### config.mk
export PLATFORM = sky130hd
export DESIGN_NAME = xgriscv_lsu
export DESIGN_NICKNAME = d
export VERILOG_FILES = /design/src/rtl/xgriscv_lsu_pkg.sv /design/src/rtl/xgriscv_lsu_align.sv /design/src/rtl/xgriscv_lsu.sv
export SDC_FILE = /design/constraint.sdc
export NUM_CORES = 1
export LEC_CHECK = 0
export CORE_MARGIN = 3
export CORE_UTILIZATION = 41
export DETAILED_ROUTE_END_ITERATION = 8
export PLACE_DENSITY = 0.77
export RECOVER_POWER = 25
export SLEW_MARGIN = 20
export SYNTH_ARGS = -nofsm -noshare
export SYNTH_HDL_FRONTEND = slang
export SYNTH_HIERARCHICAL = 1
export SYNTH_SLANG_ARGS = --single-unit
### constraint.sdc
create_clock -name clk -period 2.8 [get_ports clk]
set_input_delay 0.7 -clock clk [delete_from_list [all_inputs] [get_ports clk]]
set_output_delay 0.7 -clock clk [all_outputs]
set_load 0.03 [all_outputs]
### src/rtl/xgriscv_lsu_pkg.sv
// xgriscv_lsu_pkg: shared widths, funct3 width codes and LSU FSM states
package xgriscv_lsu_pkg;
  localparam int XLEN = 32;
  localparam int ADDR_SIZE = 32;
  localparam logic [2:0] F3_B = 3'b000;
  localparam logic [2:0] F3_H = 3'b001;
  localparam logic [2:0] F3_W = 3'b010;
  localparam logic [2:0] F3_BU = 3'b100;
  localparam logic [2:0] F3_HU = 3'b101;
  typedef enum logic [2:0] {IDLE, READ, WRITE, RESP, ERR} state_t;
endpackage

### src/rtl/xgriscv_lsu_align.sv
// lsu_align: lane extraction, store merge and request legality checks
module lsu_align
  import xgriscv_lsu_pkg::*;
#(
  parameter int XLEN = 32
) (
  input  logic [2:0]      funct3,
  input  logic [1:0]      addr,
  input  logic [XLEN-1:0] mem_rd,
  input  logic [XLEN-1:0] wdata,
  output logic [XLEN-1:0] load_data,
  output logic [XLEN-1:0] merged,
  output logic            misaligned,
  output logic            illegal
);
  logic [7:0] b;
  logic [15:0] h;
  logic [4:0] sh;
  logic [XLEN-1:0] mask;
  logic [XLEN-1:0] ins;
  // funct3[0] separates halfword from byte for the merge path
  always_comb begin
    b = mem_rd[{addr, 3'b000} +: 8];
    h = addr[1] ? mem_rd[31:16] : mem_rd[15:0];
    sh = funct3[0] ? {addr[1], 4'b0000} : {addr, 3'b000};
    mask = (funct3[0] ? XLEN'(16'hFFFF) : XLEN'(8'hFF)) << sh;
    ins = (funct3[0] ? XLEN'(wdata[15:0]) : XLEN'(wdata[7:0])) << sh;
    merged = (mem_rd & ~mask) | ins;
    load_data = funct3 == F3_B  ? {{(XLEN-8){b[7]}}, b} :
                funct3 == F3_BU ? XLEN'(b) :
                funct3 == F3_H  ? {{(XLEN-16){h[15]}}, h} :
                funct3 == F3_HU ? XLEN'(h) :
                funct3 == F3_W  ? mem_rd : '0;
    misaligned = (funct3[1:0] == 2'b01 && addr[0]) || (funct3 == F3_W && addr != 2'b00);
    illegal = funct3 == 3'b011 || funct3[2:1] == 2'b11;
  end
endmodule

### src/rtl/xgriscv_lsu.sv
// xgriscv_lsu: byte/half/word load-store unit over a word-addressed memory
module xgriscv_lsu
  import xgriscv_lsu_pkg::*;
#(
  parameter int XLEN = xgriscv_lsu_pkg::XLEN,
  parameter int ADDR_SIZE = xgriscv_lsu_pkg::ADDR_SIZE
) (
  input  logic                 clk,
  input  logic                 rstn,
  input  logic                 req_valid,
  output logic                 req_ready,
  input  logic                 req_we,
  input  logic [2:0]           req_funct3,
  input  logic [ADDR_SIZE-1:0] req_addr,
  input  logic [XLEN-1:0]      req_wdata,
  input  logic [ADDR_SIZE-1:0] req_pc,
  output logic                 resp_valid,
  output logic [XLEN-1:0]      resp_rdata,
  output logic                 resp_err,
  output logic [ADDR_SIZE-1:0] mem_a,
  output logic [XLEN-1:0]      mem_wd,
  output logic                 mem_we,
  output logic [ADDR_SIZE-1:0] mem_pc,
  input  logic [XLEN-1:0]      mem_rd
);
  state_t state, state_n;
  logic we_q;
  logic [2:0] f3_q;
  logic [ADDR_SIZE-1:0] addr_q, pc_q;
  logic [XLEN-1:0] wd_q, rdata_q, load_data, merged;
  logic misaligned, illegal, bad;
  logic idle;
  assign idle = state == IDLE;
  // legality is judged on the live request in IDLE, data paths on captured values
  lsu_align #(.XLEN(XLEN)) u_align (
    .funct3    (idle ? req_funct3 : f3_q),
    .addr      (idle ? req_addr[1:0] : addr_q[1:0]),
    .mem_rd    (mem_rd),
    .wdata     (wd_q),
    .load_data (load_data),
    .merged    (merged),
    .misaligned(misaligned),
    .illegal   (illegal)
  );
  assign bad = misaligned || illegal || (req_we && req_funct3[2]);
  // state register plus request capture; wd_q later holds the merged word for sb/sh
  always_ff @(posedge clk) begin
    if (!rstn) begin
      state <= IDLE;
      we_q <= 1'b0;
      f3_q <= '0;
      addr_q <= '0;
      pc_q <= '0;
      wd_q <= '0;
      rdata_q <= '0;
    end else begin
      state <= state_n;
      if (idle && req_valid) begin
        we_q <= req_we;
        f3_q <= req_funct3;
        addr_q <= req_addr;
        pc_q <= req_pc;
        wd_q <= req_wdata;
        rdata_q <= '0;
      end
      if (state == READ) begin
        if (we_q) wd_q <= merged;
        else rdata_q <= load_data;
      end
    end
  end
  // next-state: loads and sb/sh read first, sw writes directly, errors respond at once
  always_comb begin
    state_n = state;
    case (state)
      IDLE:  state_n = !req_valid ? IDLE : bad ? ERR : (req_we && req_funct3 == F3_W) ? WRITE : READ;
      READ:  state_n = we_q ? WRITE : RESP;
      WRITE: state_n = RESP;
      default: state_n = IDLE;
    endcase
  end
  assign req_ready = rstn && idle;
  assign resp_valid = rstn && (state == RESP || state == ERR);
  assign resp_err = rstn && state == ERR;
  assign resp_rdata = rstn ? rdata_q : '0;
  assign mem_we = rstn && state == WRITE;
  assign mem_wd = rstn ? wd_q : '0;
  assign mem_a = rstn ? {addr_q[ADDR_SIZE-1:2], 2'b00} : '0;
  assign mem_pc = rstn ? pc_q : '0;
endmodule

==> results_dict.tcl <==
set metrics [dict create \
    outcome "complete, no violations" \
    placed_area_sq_um 10800 \
    hold_buffers 0 \
    arrival_ns 1.94 \
    post_cts_buffers 0 \
    grt_max_degree 65 \
    ctsResizeCount 0 \
    first_pass_iters 6 \
    cts.sinks 135 \
    ioPinCount 267 \
    dp_cells 1400 \
    initialDrtViolationCount 582 \
    regArea_sq_um 2700 \
    share_comb_of_total_power 0.495 \
    nNetsFinal 1329 \
    synthCells 962 \
    avgSynthCellArea_sq_um 7.84 \
    fin_skew_ns 0.0130 \
    yosysSeqAreaShare 0.358 \
    fin_hold_ws_ns 0.456 \
    clk_latency_ns 0.42 \
    relSlewSlack 0.310 \
    cp-end-kind "output port" \
    post_drt_wl_per_cell_microns 17.2 \
    tns_ns 0 \
    maxCapViolCount 0 \
    yosysTopAreaCellShare 0.358 \
    fmax_mhz 378 \
    finalMaxSlewViolations 0 \
    slowest_stage "or3b_2" \
    hp-class "reg -> reg" \
    postRouteAntennaNets 0 \
    dieWidth_microns 142 \
    async_flop_share 0 \
    wirelength_microns 24700 \
    p_clk_frac 0.234 \
    syn_area_sq_um 7540 \
    num_vias 7707 \
    place.gp.congestion 0.936 \
    numCtsBuffers 17 \
    p_seq_frac 0.271 \
    critPathMaxStageDelay_ns 0.45 \
    critPathBufInv 2 \
    std_cell_rows 48 \
    drive_above_1_share 0.163 \
    ys_types 59 \
    initial_utilization 0.427 \
    clockBufferDepth 2 \
    port-buffer-count 264 \
    crit_path_start_kind "register" \
    setup_viol 0 \
    yosysWarningCount 6 \
    clock-root-buffer "clkbuf_16" \
    core-area_sq_um 17700 \
    dieArea_sq_um 20100 \
    cts_tree "done" \
    setup_ws_ns 0.155 \
    p_per_area_nw_per_um2 838 \
    grt_pass1_vias 7180 \
    grtUsageTotal 0.239 \
    crit_required_ns 2.10 \
    ys_top_cells_by_area "dfxtp_1, nand2_1, and2_1" \
    htree_levels 4 \
    cp_max_fo 10 \
    place_hpwl_microns 18000 \
    p_leak_nw 4.32 \
    layoutNonFillerInstCount 1432 \
    crit_family "simple AND/OR/NAND/NOR gates" \
    fill_cells 1536 \
    vias_per_cell 5.38 \
    yosys.area.top_type "dfxtp_1" \
    synthFlopType "dfxtp_1" \
    sw_frac_of_total 0.395 \
    worst-setup-path-type "reg -> out" \
    p_switching_w 0.00377 \
    grt_pass1_wl_microns 38700 \
    antenna_found_initial 2 \
    final_area_sq_um 11400 \
    drcViolationCount 0 \
    vdd_drop_max_v 0.000545 \
    internal_power_w 0.00576 \
    fin_crit_ns 2.64 \
    finalHoldViolCount 0 \
    worstMarginPinSlew_ns 1.04 \
    rsz0062_at_grt "no" \
    die_y_microns 142 \
    area_growth_pct 50.7 \
    crit_chain "buf_4, or3b_2, a21boi_0, buf_12" \
    synth_edf_count 0 \
    fin_crit_sh 0.945 \
    diodes 0 \
    post-place-ws_ns -0.0114 \
    synth_seq_cells 135 \
    multi_input_area_sq_um 4450 \
    path_clk_slew_ns 0.06 \
    gr-total-overflow 0 \
]
-- final timing paths --
kind	from	endpoint	slack (ns)	cells past startpoint
min	pc_q[1]$_SDFFE_PN0P_	pc_q[1]$_SDFFE_PN0P_	0.46	2
min reg2reg	pc_q[1]$_SDFFE_PN0P_	pc_q[1]$_SDFFE_PN0P_	0.46	2
max	state[2]$_SDFF_PN0_	resp_valid	0.16	4
max reg2reg	state[0]$_SDFF_PN0_	state[0]$_SDFF_PN0_	0.36	7
-- flip-flops by register name, summed over array words and instances (netlist names) --
| signal | flops |
|---|---|
| f3_q | 3 |
| wd_q | 32 |
| we_q | 1 |
| pc_q | 32 |
| rdata_q | 32 |
| state | 3 |
| addr_q | 32 |
-- placed cells by master, fill, tap and decap left out, types with 3 or more instances in the layout --
cell type          n
nand2b_1           4
nor2_1             6
nand2_1          241
dfxtp_1          135
mux2_2            27
clkbuf_16         17
o22ai_1           16
o21ai_0           40
a22o_1            21
nand3_1           32
mux2i_1            4
a21boi_1           5
clkinv_4           3
a221o_1            8
clkbuf_2           3
clkdlybuf4s50_1  185
buf_12            48
clkinvlp_4         3
inv_6              3
buf_4             66
a31oi_1           32
nor2b_1            8
a21boi_0          96
and2_1           129
a22oi_1           21
-- cells in the mapped netlist, types with 3 or more instances --
cell type	instances
nand2_1	241
dfxtp_1	135
and2_1	129
a21boi_0	96
clkbuf_1	55
o21ai_0	40
a31oi_1	32
nand3_1	32
mux2_2	27
buf_2	26
a22o_1	21
a22oi_1	21
o22ai_1	16
a221o_1	8
nor2b_1	8
nor2_1	6
a21boi_1	5
buf_1	4
buf_4	4
mux2i_1	4
nand2b_1	4
nor3_1	3
-- per-stage QoR --
step | utilization | total power [W]
4_1_cts | 0.644 | 0.00959
5_1_grt | 0.644 | 0.0101
6_report | 0.644 | 0.00953
3_3_place_gp | 0.611 | 0.00727
2_1_floorplan | - | 0.00571
3_5_place_dp | 0.611 | 0.00733
-- logic make-up after synthesis --
group                     Yosys count  synth area share
and+or+nand+nor                   445             0.290
xor gates and xnor gates            1           0.00116
AOI/OAI and AO/OA                 254             0.244
buffers and inverters              93            0.0567
muxes                              33            0.0496
other                               1          0.000497
DFF                               135             0.358
-- power by group through the flow --
stage          combinational [W]  sequential (W)  clock, W
3_3_place_gp             0.00466         0.00261         0
6_report                 0.00472         0.00259   0.00223
3_5_place_dp             0.00471         0.00262         0
2_1_floorplan            0.00318         0.00253         0
5_1_grt                  0.00510         0.00264   0.00236
4_1_cts                  0.00473         0.00258   0.00228
-- worst register-to-register path: cells and delay by family (launching register included) --
family             cells  cell delay (ns)
AOI/OAI and AO/OA      2             0.50
and+or+nand+nor        4             1.10
muxes                  1             0.42
DFF                    1             0.33
-- metal layers --
layer / global-route usage / vias to the layer above / part of all wire
met5: 0 / - / 0.00085
met4: 0.0854 / 4 / 0.027
met3: 0.0758 / 51 / 0.091
met2: 0.377 / 347 / 0.45
met1: 0.308 / 3536 / 0.43
li1: - / 3769 / -
-- final cells by class --
type                            instances  area share
Inverter                                1    0.000330
Tap cell                              225      0.0248
Timing Repair Buffer                  304       0.294
Clock inverter                         13      0.0128
Multi-Input combinational cell        735       0.391
Sequential cell                       135       0.238
Clock buffer                           19      0.0390
Power figures use the tool's default switching activity.
